**src/rtl/mod_addsub_pkg.sv**
```systemverilog
// Shared constants and state encoding for the word-serial modular adder/subtractor.
package mod_addsub_pkg;

    localparam logic OP_ADD = 1'b0;
    localparam logic OP_SUB = 1'b1;

    localparam int WORD_W_DEF = 16;
    localparam int NWORDS_DEF = 16;

    typedef enum logic [1:0] {
        IDLE,
        PASS1,
        PASS2,
        OUT
    } state_t;

endpackage

```
**src/rtl/mod_shreg.sv**
```systemverilog
// Cyclic word shift register: shifts din in at the MSW end, or rotates the LSW back to the MSW end.
module mod_shreg #(
    parameter int WORD_W = 16,
    parameter int NWORDS = 16
) (
    input  logic              clk,
    input  logic              rst,
    input  logic              we,
    input  logic              rot,
    input  logic [WORD_W-1:0] din,
    output logic [WORD_W-1:0] q
);

    logic [WORD_W-1:0] words [NWORDS];

    // A write takes priority over a rotate; both move every word one step toward the LSW.
    always_ff @(posedge clk) begin
        if (rst) begin
            for (int i = 0; i < NWORDS; i++) begin
                words[i] <= '0;
            end
        end else if (we || rot) begin
            for (int i = 0; i < NWORDS - 1; i++) begin
                words[i] <= words[i+1];
            end
            words[NWORDS-1] <= we ? din : words[0];
        end
    end

    assign q = words[0];

endmodule

```
**src/rtl/mod_addsub_serial.sv**
```systemverilog
// Word-serial (a +/- b) mod p over NWORDS x WORD_W-bit operands.
// Optional status ports corr_flag/carry_out are built when MODAS_STATUS_EN is defined.
module mod_addsub_serial
    import mod_addsub_pkg::*;
#(
    parameter int WORD_W = WORD_W_DEF,
    parameter int NWORDS = NWORDS_DEF
) (
    input  logic              clk,
    input  logic              rst,
    input  logic [WORD_W-1:0] din,
    input  logic              load_a,
    input  logic              load_b,
    input  logic              load_p,
    input  logic              start,
    input  logic              op,
    output logic              busy,
    output logic [WORD_W-1:0] dout,
    output logic              dout_valid,
    output logic              done
`ifdef MODAS_STATUS_EN
    ,
    output logic              corr_flag,
    output logic              carry_out
`endif
);

    localparam int              CNT_W    = (NWORDS > 1) ? $clog2(NWORDS) : 1;
    localparam logic [CNT_W-1:0] CNT_LAST = CNT_W'(NWORDS - 1);

    state_t            state;
    state_t            state_next;
    logic [CNT_W-1:0]  cnt;
    logic              op_q;
    logic              carry;
    logic              c1;
    logic              c2;
    logic              corr;
    logic              last;
    logic              idle;
    logic              in_pass1;
    logic              in_pass2;
    logic              in_out;
    logic              rot_ops;
    logic [WORD_W-1:0] a_q;
    logic [WORD_W-1:0] b_q;
    logic [WORD_W-1:0] p_q;
    logic [WORD_W-1:0] s0_q;
    logic [WORD_W-1:0] s1_q;
    logic [WORD_W-1:0] add_x;
    logic [WORD_W-1:0] add_y;
    logic [WORD_W-1:0] sum;
    logic              add_cin;
    logic              add_cout;

    assign idle     = (state == IDLE);
    assign in_pass1 = (state == PASS1);
    assign in_pass2 = (state == PASS2);
    assign in_out   = (state == OUT);
    assign last     = (cnt == CNT_LAST);
    assign rot_ops  = in_pass1 | in_pass2;

    // Operands rotate a full turn in each pass so they are intact for the next start.
    mod_shreg #(.WORD_W(WORD_W), .NWORDS(NWORDS)) u_reg_a (
        .clk(clk), .rst(rst), .we(idle & load_a), .rot(rot_ops), .din(din), .q(a_q)
    );
    mod_shreg #(.WORD_W(WORD_W), .NWORDS(NWORDS)) u_reg_b (
        .clk(clk), .rst(rst), .we(idle & load_b), .rot(rot_ops), .din(din), .q(b_q)
    );
    mod_shreg #(.WORD_W(WORD_W), .NWORDS(NWORDS)) u_reg_p (
        .clk(clk), .rst(rst), .we(idle & load_p), .rot(rot_ops), .din(din), .q(p_q)
    );
    mod_shreg #(.WORD_W(WORD_W), .NWORDS(NWORDS)) u_reg_s0 (
        .clk(clk), .rst(rst), .we(in_pass1), .rot(in_pass2 | in_out), .din(sum), .q(s0_q)
    );
    mod_shreg #(.WORD_W(WORD_W), .NWORDS(NWORDS)) u_reg_s1 (
        .clk(clk), .rst(rst), .we(in_pass2), .rot(in_out), .din(sum), .q(s1_q)
    );

    // Subtraction is addition of the one's complement with a carry-in of one on word 0.
    always_comb begin
        add_x   = a_q;
        add_y   = b_q ^ {WORD_W{op_q}};
        add_cin = op_q;
        if (in_pass2) begin
            add_x   = s0_q;
            add_y   = p_q ^ {WORD_W{~op_q}};
            add_cin = ~op_q;
        end
        if (cnt != '0) begin
            add_cin = carry;
        end
    end

    assign {add_cout, sum} = {1'b0, add_x} + {1'b0, add_y} + {{WORD_W{1'b0}}, add_cin};

    assign corr = (op_q == OP_SUB) ? ~c1 : (c1 | c2);

    always_ff @(posedge clk) begin
        if (rst) begin
            cnt   <= '0;
            op_q  <= OP_ADD;
            carry <= 1'b0;
            c1    <= 1'b0;
            c2    <= 1'b0;
        end else begin
            if (idle) begin
                cnt <= '0;
                if (start) begin
                    op_q <= op;
                end
            end else begin
                cnt <= last ? '0 : cnt + CNT_W'(1);
            end
            if (rot_ops) begin
                carry <= add_cout;
            end
            if (in_pass1 && last) begin
                c1 <= add_cout;
            end
            if (in_pass2 && last) begin
                c2 <= add_cout;
            end
        end
    end

    always_ff @(posedge clk) begin
        if (rst) begin
            state <= IDLE;
        end else begin
            state <= state_next;
        end
    end

    always_comb begin
        state_next = state;
        case (state)
            IDLE:    if (start) state_next = PASS1;
            PASS1:   if (last)  state_next = PASS2;
            PASS2:   if (last)  state_next = OUT;
            OUT:     if (last)  state_next = IDLE;
            default:            state_next = IDLE;
        endcase
    end

    // All outputs decode registered state, so they are glitch-free relative to the clock.
    always_comb begin
        busy       = !idle;
        dout_valid = in_out;
        done       = in_out && last;
        dout       = '0;
        if (in_out) begin
            dout = corr ? s1_q : s0_q;
        end
`ifdef MODAS_STATUS_EN
        corr_flag = in_out && last && corr;
        carry_out = in_out && last && c1;
`endif
    end

endmodule

```
**config.mk**
```make
export PLATFORM = sky130hd
export DESIGN_NAME = mod_addsub_serial
export DESIGN_NICKNAME = d
export VERILOG_FILES = /design/src/rtl/mod_addsub_pkg.sv /design/src/rtl/mod_shreg.sv /design/src/rtl/mod_addsub_serial.sv
export SDC_FILE = /design/constraint.sdc
export NUM_CORES = 1
export LEC_CHECK = 0
export CAP_MARGIN = 20
export CORE_ASPECT_RATIO = 0.75
export CORE_MARGIN = 4
export CORE_UTILIZATION = 50
export DETAILED_ROUTE_END_ITERATION = 8
export GPL_TIMING_DRIVEN = 0
export PLACE_DENSITY = 0.71
export SYNTH_ARGS = -nofsm -noshare
export SYNTH_HDL_FRONTEND = slang
export SYNTH_SLANG_ARGS = --single-unit
```
**constraint.sdc**
```tcl
create_clock -name clk -period 16.3 [get_ports clk]
set_input_delay 1.63 -clock clk [delete_from_list [all_inputs] [get_ports clk]]
set_output_delay 1.63 -clock clk [all_outputs]
set_load 0.05 [all_outputs]
```
==> out/results.tsv <==
stage	metric	value	unit
run_status	outcome	complete, no violations	
logic_synthesis	syn_area_per_cell	15.7	sq um
setup_path	Worst Setup Path Type	primary input to flip-flop	
timing	fmax	168	MHz
placed_design	dpl hpwl	60900	microns
global_route	via count of the first global-routing pass	23400	
power	Leakage	20.7	nW
cells_and_area	# fillers	7531	
cells_and_area	ant diodes	0	
timing	final period demand of the worst path	5970	ps
placed_design	placed inst area	0.0526	sq mm
timing	Max Slew Vio Count	0	
worst_hold_path	worst hold path class	flip-flop to flip-flop	
route	DRT Pass-1 Iters	6	
global_route	met2 Usage GRT	24.3	%
timing	pin slew with the least headroom to its limit	1180	ps
logic_synthesis	synthesized area	0.0500	sq mm
route	routed wire length	90800	microns
setup_path	reg2reg path depth	14	
floorplan	area of the core	0.0992	sq mm
clock_network	worst skew pair latency	720	ps
setup_path	worst path arrival time	6340	ps
clock_network	cts hold-fix bufs	0	
logic_synthesis	synth unique cells	59	
placed_design	routability cong.	0.931	
timing	final count of negative-setup-slack endpoints	0	
setup_path	CP required	16670	ps
floorplan	I/O pins	42	
route	via/cell ratio	5.15	
clock_network	Clock Sinks	1290	
floorplan	row count	100	
timing	Final period util	36.6	%
clock_network	clock root buffer	clkbuf_16	
clock_network	Post-CTS Repair Setup Buffers	0	
route	Initial DRC Count	2748	
logic_synthesis	Post-Syn Instances	3181	
floorplan	DIE WIDTH	373	microns
global_route	initial antenna violation count	4	
timing	clock skew	40.8	ps
logic_synthesis	Synth Register Bits	1290	
clock_network	clock-pin slew on the worst setup and hold paths	60	ps
worst_hold_path	Min-Delay Startpoint	u_reg_s1.words[9][0]	
floorplan	starting density of the core	50.4	%
placed_design	PortBufs	41	
cells_and_area	Design Area, Final	0.0560	sq mm
logic_synthesis	Synth Warn #	0	
worst_hold_path	Worst Hold Path Cells	1	
global_route	first-pass GRT wire length	137000	microns
setup_path	critical path peak fanout	67	
job	max_cap viols	0	
logic_synthesis	synth top area cells	edfxtp_1 (77%), and2_1 (10%), nor2b_1 (5.2%)	
global_route	largest net degree at the start of global routing	80	
cells_and_area	# nets final	3401	
route	WL/cell	19.1	microns
cells_and_area	layout cells sized above 1	5.78	%
clock_network	H-tree Lvls	3	
power	VDD IR-drop max	0.101	mV
floorplan	die area	0.105	sq mm
setup_path	flop2flop setup slack	11080	ps
logic_synthesis	ys async rst share	0	%
timing	Setup TNS Final	0	ps
logic_synthesis	Most used DFF post-synth	edfxtp_1	
worst_hold_path	Hold EP	u_reg_s1.words[8][0]	
clock_network	clk buf depth	3	
setup_path	reg-to-reg endpoint	u_reg_s0.words[1][127]	
route	ANT nets after route	0	
global_route	global-route met3 utilization	8.10	%
clock_network	CTS Buf Count	114	
setup_path	crit start category	primary input	
global_route	Total Routing Usage GR	17.2	%
clock_network	CTS tree	done	
timing	RSZ-0062 raised after global routing	false	
floorplan	Die H	282	microns
setup_path	reg2reg start	state[0]	
global_route	GRT Residual Overflow	0	
timing	final hold violations	0	
cells_and_area	area delta synth->final	11.8	%
logic_synthesis	Post-synth EDFFs	1280	
global_route	GRT met1 Usage	24.6	%
setup_path	Crit. End Element	flip-flop	
timing	relative slew slack	19.5	%
logic_synthesis	Yosys top cell area share	76.8	%
logic_synthesis	Syn Nets	3228	
power	pwr dens	191	mW/mm^2
route	DR DRC count	0	
route	via count	24600	
logic_synthesis	largest area contributor in the netlist	edfxtp_1	
logic_synthesis	Seq/Total Area, Yosys	77.2	%
global_route	global routing's busiest layer	met1	
clock_network	Post-CTS Resized	0	
[final cells by class]
cell class | count | area [sq um] | share of cell area, %
timing repair buffer | 57 | 827 | 1.48
clock buffer | 142 | 3000 | 5.36
inverter | 17 | 63.8 | 0.114
sequential | 1290 | 38600 | 69.1
clock inverter | 60 | 387 | 0.691
multi-input combinational | 1694 | 10600 | 19.0
buffer | 180 | 766 | 1.37
tap | 1326 | 1660 | 2.97
[per-stage QoR]
step	hold slack, ps	setup slack [ps]	total power, W	cells	util [%]
finish	501	10330	0.0107	4766	56.4
global route	522	10290	0.0112	4766	56.4
CTS	493	10600	0.0107	4766	56.4
detailed placement	471	9850	0.00820	4564	53.0
global placement	457	3630	0.00847	4548	52.5
floorplan	420	7720	0.00757	3181	-
[cells by family (layout without fill, tap and decap cells)]
family,count (synthesis),after routing,synth area share (%)
multiplexers,39,39,0.818
buffers and inverters,197,456,1.66
adder cells (fa/ha/maj),24,24,0.630
flip-flops,1290,1290,77.2
AO/OA/AOI/OAI,163,163,2.05
AND/OR/NAND/NOR,1446,1446,17.3
XOR/XNOR,22,22,0.385
[cell usage after synthesis (all sizes together), types with 3 or more instances]
cell,number
edfxtp,1280
and2,805
nor2b,416
clkbuf,160
nand2,131
a21oi,82
nor2,34
mux2i,24
ha,22
buf,20
xnor2,20
nor3,17
inv,16
o21ai,16
mux2,15
nand3,14
dfxtp,10
a21o,8
nand4,6
nor4,6
o211ai,6
o311ai,6
o31ai,6
a31oi,5
a211oi,4
a311o,4
a32oi,4
and4,4
o2111ai,4
or3,3
or4,3
[routing by layer]
layer  share of wire (%)  vias up
li1                    -    11500
met1                  45    12100
met2                  42      780
met3                  12      174
met4                 2.0        6
met5               0.048        -
[placed cells by master (no fill, tap or decap), types with 22 or more instances in the layout]
| cell type | n |
|---|---|
| ha_1 | 22 |
| clkbuf_1 | 185 |
| a21oi_1 | 81 |
| nand2_1 | 126 |
| clkinv_1 | 36 |
| and2_1 | 805 |
| nor2b_1 | 416 |
| clkbuf_16 | 116 |
| nor2_1 | 34 |
| clkdlybuf4s50_1 | 41 |
| edfxtp_1 | 1280 |
| mux2i_1 | 24 |
[report_power, final]
group          switching [W]  total (W)  internal [W]
Combinational        0.00146    0.00224      0.000783
Clock                0.00114    0.00249       0.00134
Sequential          0.000443    0.00593       0.00549
Total                0.00305     0.0107       0.00762
[worst max path at each step]
stage / startpoint / endpoint / slack [ps] / cells past startpoint
2_1_floorplan: rst / u_reg_b.words[0][0] / 7720 / 5
3_3_place_gp: rst / u_reg_a.words[0][78] / 3630 / 6
3_5_place_dp: rst / u_reg_p.words[0][148] / 9850 / 8
4_1_cts: rst / u_reg_p.words[0][130] / 10600 / 8
5_1_grt: rst / u_reg_p.words[0][149] / 10290 / 8
6_report: rst / u_reg_p.words[0][139] / 10330 / 8
[critical path, cell delays in order]
cell	delay, ps
clkdlybuf4s50_1	910
clkbuf_1	610
clkbuf_1	510
clkbuf_1	610
nor2_1	480
nand2_4	790
buf_16	350
buf_16	290
[state kept, by name (all words and copies together), names as in the netlist]
signal,flops
state,2
c2,1
cnt,4
u_reg_s1.words,256
u_reg_b.words,256
u_reg_s0.words,256
op_q,1
c1,1
u_reg_p.words,256
u_reg_a.words,256
carry,1
Power figures use the tool's default switching activity.
